===== src/rtl/multiword_add_seq_pkg.sv =====
// Shared definitions for the nibble-serial multi-word adder: FSM state
// encoding, the slice width and the pass-count helper.
package multiword_add_seq_pkg;

    // Width of the shared ripple-carry slice in bits.
    localparam int NIBBLE_W = 4;

    // Sequencer states.
    typedef enum logic [1:0] {
        IDLE = 2'd0,
        RUN  = 2'd1,
        DONE = 2'd2
    } state_t;

    // Number of slice passes needed to cover an operand of the given width.
    function automatic int num_passes(input int width);
        return width / NIBBLE_W;
    endfunction

endpackage


===== src/rtl/multiword_add_seq_add_slice4.sv =====
// add_slice4: purely combinational 4-bit ripple-carry slice built from a
// chain of full-adder cells. Shared by the sequencer across all passes.
module add_slice4
    import multiword_add_seq_pkg::*;
(
    input  logic [NIBBLE_W-1:0] a4,
    input  logic [NIBBLE_W-1:0] b4,
    input  logic                ci,
    output logic [NIBBLE_W-1:0] s4,
    output logic                co
);

    // One full-adder cell: returns {carry_out, sum}.
    function automatic logic [1:0] full_add(input logic fa_a, input logic fa_b, input logic fa_c);
        logic fa_s;
        logic fa_co;
        fa_s  = fa_a ^ fa_b ^ fa_c;
        fa_co = (fa_a & fa_b) | (fa_a & fa_c) | (fa_b & fa_c);
        return {fa_co, fa_s};
    endfunction

    logic [NIBBLE_W:0] carry_s;

    // Ripple the carry through the four full-adder cells.
    always_comb begin
        carry_s    = {(NIBBLE_W + 1){1'b0}};
        s4         = {NIBBLE_W{1'b0}};
        carry_s[0] = ci;
        for (int i = 0; i < NIBBLE_W; i++) begin
            {carry_s[i+1], s4[i]} = full_add(a4[i], b4[i], carry_s[i]);
        end
        co = carry_s[NIBBLE_W];
    end

endmodule


===== src/rtl/multiword_add_seq.sv =====
// multiword_add_seq: adds two WIDTH-bit operands by time-sharing one 4-bit
// ripple-carry slice over WIDTH/4 cycles, least-significant nibble first,
// with valid/ready handshakes on both sides.
// Optional feature macro: ADD_SUB_EN adds a 'sub' port selecting a - b.
module multiword_add_seq
    import multiword_add_seq_pkg::*;
#(
    parameter int WIDTH = 16
)
(
    input  logic             clk,
    input  logic             rst,
    input  logic             in_valid,
    output logic             in_ready,
    input  logic [WIDTH-1:0] a,
    input  logic [WIDTH-1:0] b,
    input  logic             cin,
`ifdef ADD_SUB_EN
    input  logic             sub,
`endif
    output logic             out_valid,
    input  logic             out_ready,
    output logic [WIDTH-1:0] sum,
    output logic             cout,
    output logic             busy
);

    localparam int N     = num_passes(WIDTH);
    localparam int IDX_W = (N > 1) ? $clog2(N) : 1;
    localparam logic [IDX_W-1:0] IDX_LAST = IDX_W'(N - 1);

    state_t               state_r;
    state_t               state_next_s;
    logic [WIDTH-1:0]     a_r;
    logic [WIDTH-1:0]     b_r;
    logic                 carry_r;
    logic [WIDTH-1:0]     sum_r;
    logic                 cout_r;
    logic [IDX_W-1:0]     idx_r;
    logic                 out_valid_r;

    logic                 accept_s;
    logic                 last_pass_s;
    logic [WIDTH-1:0]     b_load_s;
    logic                 carry_load_s;
    logic [NIBBLE_W-1:0]  a_nib_s;
    logic [NIBBLE_W-1:0]  b_nib_s;
    logic [NIBBLE_W-1:0]  slice_sum_s;
    logic                 slice_co_s;
    logic [WIDTH-1:0]     sum_next_s;

    assign accept_s    = in_ready && in_valid;
    assign last_pass_s = (state_r == RUN) && (idx_r == IDX_LAST);

    assign out_valid = out_valid_r;
    assign sum       = sum_r;
    assign cout      = cout_r;

    // Next-state logic plus the state-decoded handshake/status outputs.
    always_comb begin
        state_next_s = state_r;
        in_ready     = 1'b0;
        busy         = 1'b0;
        case (state_r)
            IDLE: begin
                in_ready = 1'b1;
                if (in_valid) begin
                    state_next_s = RUN;
                end else begin
                    state_next_s = IDLE;
                end
            end
            RUN: begin
                busy = 1'b1;
                if (idx_r == IDX_LAST) begin
                    state_next_s = DONE;
                end else begin
                    state_next_s = RUN;
                end
            end
            DONE: begin
                busy = 1'b1;
                if (out_ready) begin
                    state_next_s = IDLE;
                end else begin
                    state_next_s = DONE;
                end
            end
            default: begin
                state_next_s = IDLE;
            end
        endcase
    end

    // State register.
    always_ff @(posedge clk) begin
        if (rst) begin
            state_r <= IDLE;
        end else begin
            state_r <= state_next_s;
        end
    end

    // Operand conditioning on accept: subtraction is a + ~b + 1.
    always_comb begin
        b_load_s     = b;
        carry_load_s = cin;
`ifdef ADD_SUB_EN
        if (sub) begin
            b_load_s     = ~b;
            carry_load_s = 1'b1;
        end else begin
            b_load_s     = b;
            carry_load_s = cin;
        end
`endif
    end

    // Nibble mux into the slice and demux of its result into the sum image.
    always_comb begin
        a_nib_s    = {NIBBLE_W{1'b0}};
        b_nib_s    = {NIBBLE_W{1'b0}};
        sum_next_s = sum_r;
        for (int p = 0; p < N; p++) begin
            if (idx_r == IDX_W'(p)) begin
                a_nib_s                               = a_r[p*NIBBLE_W +: NIBBLE_W];
                b_nib_s                               = b_r[p*NIBBLE_W +: NIBBLE_W];
                sum_next_s[p*NIBBLE_W +: NIBBLE_W]    = slice_sum_s;
            end else begin
                sum_next_s[p*NIBBLE_W +: NIBBLE_W]    = sum_r[p*NIBBLE_W +: NIBBLE_W];
            end
        end
    end

    add_slice4 u_slice (
        .a4 (a_nib_s),
        .b4 (b_nib_s),
        .ci (carry_r),
        .s4 (slice_sum_s),
        .co (slice_co_s)
    );

    // Datapath registers: operand capture on accept, one nibble per RUN cycle.
    always_ff @(posedge clk) begin
        if (rst) begin
            a_r         <= {WIDTH{1'b0}};
            b_r         <= {WIDTH{1'b0}};
            carry_r     <= 1'b0;
            sum_r       <= {WIDTH{1'b0}};
            cout_r      <= 1'b0;
            idx_r       <= {IDX_W{1'b0}};
            out_valid_r <= 1'b0;
        end else begin
            out_valid_r <= (state_next_s == DONE);
            if (accept_s) begin
                a_r     <= a;
                b_r     <= b_load_s;
                carry_r <= carry_load_s;
                sum_r   <= {WIDTH{1'b0}};
                cout_r  <= 1'b0;
                idx_r   <= {IDX_W{1'b0}};
            end else if (state_r == RUN) begin
                sum_r   <= sum_next_s;
                carry_r <= slice_co_s;
                if (last_pass_s) begin
                    // idx holds at the last pass so it never wraps mid-operation.
                    cout_r <= slice_co_s;
                    idx_r  <= idx_r;
                end else begin
                    cout_r <= cout_r;
                    idx_r  <= idx_r + IDX_W'(1);
                end
            end else begin
                sum_r   <= sum_r;
                carry_r <= carry_r;
                cout_r  <= cout_r;
                idx_r   <= idx_r;
            end
        end
    end

endmodule


===== config.mk =====
export PLATFORM = sky130hd
export DESIGN_NAME = multiword_add_seq
export DESIGN_NICKNAME = d
export VERILOG_FILES = /design/src/rtl/multiword_add_seq_pkg.sv /design/src/rtl/multiword_add_seq_add_slice4.sv /design/src/rtl/multiword_add_seq.sv
export SDC_FILE = /design/constraint.sdc
export NUM_CORES = 1
export LEC_CHECK = 0
export ABC_AREA = 1
export CAP_MARGIN = 20
export CORE_MARGIN = 8
export CORE_UTILIZATION = 38
export CTS_CLUSTER_SIZE = 25
export DETAILED_ROUTE_END_ITERATION = 8
export GPL_TIMING_DRIVEN = 0
export PLACE_DENSITY = 0.68
export SLEW_MARGIN = 0
export SYNTH_ARGS = -nofsm -noshare
export SYNTH_HDL_FRONTEND = slang
export SYNTH_SLANG_ARGS = --single-unit
export TNS_END_PERCENT = 100

===== constraint.sdc =====
create_clock -name clk -period 4.19 [get_ports clk]
set_clock_uncertainty 0.2 [all_clocks]
set_input_delay 0.838 -clock clk [delete_from_list [all_inputs] [get_ports clk]]
set_output_delay 0.838 -clock clk [all_outputs]
set_load 0.01 [all_outputs]

### After elaboration in Yosys (flattened, before gate mapping)

Index checks and enable logic that the tools add are counted.

| cells by class | value |
|---|---|
| add/sub/neg operators | 1 |
| equal/unequal tests | 6 |
| mux-type cells | 16 |
| bitwise operators | 29 |
| reduce and logical (&&, ||, !) cells | 13 |

Operator list:

| kind | number |
|---|---|
| 4-bit 2-to-1 mux | 8 |
| 1-bit bitwise AND | 12 |
| 2-bit AND reduction | 6 |
| 2-bit equality test, second input constant | 4 |
| 1-bit bitwise OR | 8 |
| 1-bit XOR | 8 |
| 2-bit case mux with 3 select lines | 1 |
| 1-bit 2-to-1 mux | 5 |
| 2-bit by 1-bit equality test with 1-bit output, second input constant | 2 |
| 2-bit logical NOT | 2 |
| 2-bit 2-to-1 mux | 2 |
| 2-bit OR reduction | 2 |
| 2-bit by 1-bit adder with 2-bit output, second input constant | 1 |
| 1-bit logical AND | 2 |
| 2-bit nonzero test | 1 |
| 1-bit NOT | 1 |

| word-level totals | value |
|---|---|
| register bits after elaboration | 55 |
| input port bits | 37 |
| output and inout port bits | 20 |
| logic and storage cells | 76 |

### Logic depth before layout (Yosys ltp)

| logic depth | value |
|---|---|
| word-level depth | 19 |
| mapped depth | 17 |

### Hierarchy

Synthesis repeated with hierarchy kept, for this count alone.

| unflattened totals | value |
|---|---|
| cells, all modules | 338 |
| area total of the unflattened synthesis | 2426.1 µm² |

By module, submodules not included:

| module | instances | cells each | area each (µm²) |
|---|---|---|---|
| multiword_add_seq | 1 | 324 | 2308.5 |
| add_slice4 | 1 | 14 | 117.6 |

### Worst setup path before layout

OpenSTA, ideal clock, no wires.

| timing | value |
|---|---|
| kind | flip-flop to flip-flop |
| from | register idx_r[1] |
| to | register sum_r[15] (netlist: sum[15]) |
| setup time | 0.070 ns |
| arrival | 2.777 ns |
| data required time | 3.920 ns |
| setup slack | 1.144 ns |
| stages on the path, launching flop included | 16 |
| clock period less this slack | 3.046 ns |
| cell sequence | dfxtp_1 inv_1 ha_1 buf_4 a21oi_1 nand2_1 a21boi_0 fa_1 inv_1 fa_1 fa_1 inv_1 fa_1 inv_1 nand2_1 a21oi_1 |

| between the ends | value |
|---|---|
| word-level cells in the longest chain between the ends | 15 |

Ends and longest elaborated chain:

| element | line | source |
|---|---|---|
| from (decl) | multiword_add_seq.sv:39 | `logic [IDX_W-1:0] idx_r;` |
| from (signal assigned) | multiword_add_seq.sv:151 | `idx_r <= {IDX_W{1'b0}};` |
| from (signal assigned) | multiword_add_seq.sv:161 | `idx_r <= {IDX_W{1'b0}};` |
| from (signal assigned) | multiword_add_seq.sv:168 | `idx_r <= idx_r;` |
| 2-bit logical NOT | multiword_add_seq.sv:125 | `if (idx_r == IDX_W'(p)) begin` |
| 4-bit 2-to-1 mux (4 in series) | multiword_add_seq.sv:125 |  |
| 1-bit bitwise AND | multiword_add_seq_add_slice4.sv:18 | `fa_co = (fa_a & fa_b) \| (fa_a & fa_c) \| (fa_b & fa_c);` |
| 1-bit bitwise OR (2 in series) | multiword_add_seq_add_slice4.sv:18 |  |
| 1-bit bitwise AND | multiword_add_seq_add_slice4.sv:18 |  |
| 1-bit bitwise OR (2 in series) | multiword_add_seq_add_slice4.sv:18 |  |
| 1-bit bitwise AND | multiword_add_seq_add_slice4.sv:18 |  |
| 1-bit bitwise OR (2 in series) | multiword_add_seq_add_slice4.sv:18 |  |
| 1-bit XOR | multiword_add_seq_add_slice4.sv:17 | `fa_s = fa_a ^ fa_b ^ fa_c;` |
| to (signal assigned) | multiword_add_seq.sv:149 | `sum_r <= {WIDTH{1'b0}};` |
| to (signal assigned) | multiword_add_seq.sv:159 | `sum_r <= {WIDTH{1'b0}};` |
| to (signal assigned) | multiword_add_seq.sv:163 | `sum_r <= sum_next_s;` |
| to (decl) | multiword_add_seq.sv:37 | `logic [WIDTH-1:0] sum_r;` |

Several ways; a longest one is shown, not always the timed one.
A chain may end at the register's enable or synchronous reset.

### Worst setup path after layout

| timing | value |
|---|---|
| from | register idx_r[0] |
| to | register sum_r[15] (netlist: sum[15]) |

Same word-level chain as after synthesis.

==> impl_metrics.tcl <==
set metrics [dict create \
    status "finished clean" \
    synth_seq_cells 55 \
    reg2reg_to "sum[15]" \
    die_area_sq_mm 0.00917 \
    highest_layer "met4" \
    core_sq_mm 0.00624 \
    regToRegSetupSlack_ns 0.76 \
    p_total_mw 1.07 \
    hold_path.class "register to register" \
    netlist.top_cell.by_area "dfxtp_1" \
    firstDrtPassIters 4 \
    vdd_ir_drop_max_mv 0.129 \
    dpl.hpwl_um 4560 \
    die-height_um 95.8 \
    rows 29 \
    critical_path.max_stage_delay_ns 0.42 \
    track_usage 0.137 \
    ys_async_sr_fraction 0 \
    synthDistinctLibCells 16 \
    grt_max_degree 17 \
    grt_pass1_vias 2236 \
    area_delta_synth_final_pct 31.1 \
    fmax_mhz 291 \
    met3WireLength_um 339 \
    holdBufCountCts 0 \
    synth_most_common_cell "nor2_1" \
    syn_nets 386 \
    wl_um 5890 \
    synth_ff_type "dfxtp_1" \
    cp.required_ns 4.22 \
    io_buffer_count 56 \
    crit_top_cell "inv_1" \
    crit_end "sum[15]" \
    drt-met1-wl_um 2740 \
    syn-cell-area_sq_mm 0.00242 \
    ant_nets 0 \
    die_width_um 95.8 \
    cp_cell_sequence "inv_1 > ha_1 > buf_4 > inv_1 > nor2_1 > nor2_1 > a21boi_0 > fa_1 > inv_1 > fa_1 > fa_1 > inv_1 > fa_1 > inv_1 > nand2_1 > a21oi_1" \
    fin_crit_ns 3.43 \
    ys_top_cells_by_area "dfxtp_1 (46%), nor2_1 (12%), nand2_1 (11%), o21ai_0 (7.7%), a21oi_1 (5.8%)" \
    nNetsFinal 449 \
    p_leak_nw 1.34 \
    synth_top_area_share 0.455 \
    setup.worst_path.class "register to register" \
    drt-vias-per-instance 4.62 \
    grt_antenna_before_repair 0 \
    worst-path-max-fanout 10 \
    clock_latency_ns 0.31 \
    synth_seq_area_share 0.455 \
    r2r_start "idx_r[0]" \
    clk_path_buf_depth 2 \
    diodes 0 \
    yosysWarnings 0 \
    seqCellArea_sq_mm 0.00110 \
    cellPowerDensity_mw_per_mm2 338 \
    fill_cells 654 \
    tritoncts "built" \
    syn_area_per_cell_sq_um 7.17 \
    cpMaxStageDelayCell "fa_1" \
    critPathCaptureType "register" \
    startpoint_type "register" \
    vias 2210 \
    ctsHtreeMaxLevel 2 \
    cts.sinks 55 \
    cts.repair.resized 0 \
    hold-worst-slack_ns 0.272 \
    rsz0062_at_grt "false" \
    finalSetupViolCount 0 \
    grt_pass1_wl_um 9860 \
    gp_congestion 0.831 \
    postLayoutCoreUtil 0.508 \
    finalMaxSlewViolations 0 \
    initial_core_util 0.387 \
    period_share 0.819 \
    finalSetupTns_ns 0 \
    clkTransAtPathRegs_ns 0.08 \
    cts_setup_buffers 0 \
    dpl_worst_slack_ns 0.756 \
    cap_violations 0 \
    tightest_slew_ns 0.400 \
    cp-startpoint "idx_r[0]" \
    multiInputGateArea_sq_mm 0.00115 \
    wl_met2_um 2750 \
    pin_count 57 \
    max_slew_margin 0.731 \
    wire_per_inst_um 12.3 \
    gr-total-overflow 0 \
    postSynthCellCount 337 \
    hold_viol 0 \
    yosys-top-cells-count "nor2_1 (79), nand2_1 (73), dfxtp_1 (55)" \
    r2r_cells 16 \
    cts_made_buffers 5 \
    route.detailed.drc 0 \
    drive_gt1_frac 0.0449 \
    drtIter0Drc 95 \
    worst_slack_ns 0.758 \
    clock-root-buffer "clkbuf_8" \
    synth_edf_count 0 \
    crit_arrival_ns 3.47 \
]
[where the power goes]
group	switching (mW)	internal [mW]	leakage [nW]
Clock	0.172	0.136	0.0484
Sequential	0.0167	0.554	0.451
Combinational	0.108	0.0845	0.841
Total	0.297	0.774	1.34
[metal layers]
layer | up-vias | GRT usage
met5 | - | 0
met4 | 0 | 0.0615
met3 | 4 | 0.0195
met2 | 51 | 0.224
met1 | 976 | 0.174
li1 | 1179 | -
[worst min path at each step]
| stage | depth (start not counted) | endpoint | start |
|---|---|---|---|
| final | 2 | sum[15] | sum[15] |
| after global routing | 2 | sum[9] | sum[9] |
| after global placement | 2 | b_r[6] | b_r[6] |
| after CTS | 2 | sum[8] | sum[8] |
| after detailed placement | 2 | sum[8] | sum[8] |
| after floorplan | 2 | a_r[4] | a_r[4] |
[area by class of cell]
| class | count | share of cell area |
|---|---|---|
| clock inverter | 1 | 0.00276 |
| inverter | 26 | 0.0308 |
| tap | 77 | 0.0304 |
| clock buffer | 7 | 0.0272 |
| sequential | 55 | 0.347 |
| buffer | 15 | 0.0229 |
| timing repair buffer | 56 | 0.177 |
| multi-input combinational | 241 | 0.362 |
[stage by stage]
step / std cells / instance area (sq um)
2_1_floorplan: 337 / 2420
3_3_place_gp: 470 / 3070
3_5_place_dp: 470 / 3070
4_1_cts: 478 / 3170
5_1_grt: 478 / 3170
6_report: 478 / 3170
[cells by family after synthesis]
family,synth area share
adders and majority gates,0.0745
buffers and inverters,0.0704
DFF,0.455
AOI/OAI and AO/OA,0.144
and+or+nand+nor,0.256
[worst max-delay path, delay by kind of cell (launching register included)]
kind,cells,cell delay [ns]
adders and majority gates,5,1.51
buffers and inverters,6,0.71
DFF,1,0.35
AOI/OAI and AO/OA,2,0.35
and+or+nand+nor,3,0.23
[flip-flops by register name, indices dropped and copies added (netlist names)]
signal	cells
cout	1
a_r	16
sum	16
idx_r	2
b_r	16
state_r	2
out_valid	1
carry_r	1
[cell usage in the layout, fill, tap and decap left out, types with 2 or more instances in the layout]
| cell type | count |
|---|---|
| buf_2 | 6 |
| clkbuf_1 | 7 |
| ha_1 | 8 |
| buf_4 | 2 |
| inv_1 | 26 |
| o21ai_0 | 37 |
| nor2_1 | 79 |
| nand2_1 | 73 |
| a21boi_0 | 3 |
| clkdlybuf4s50_1 | 56 |
| fa_1 | 4 |
| dfxtp_1 | 55 |
| clkbuf_8 | 6 |
| nand3_1 | 7 |
| a21oi_1 | 28 |
Power figures use the tool's default switching activity.
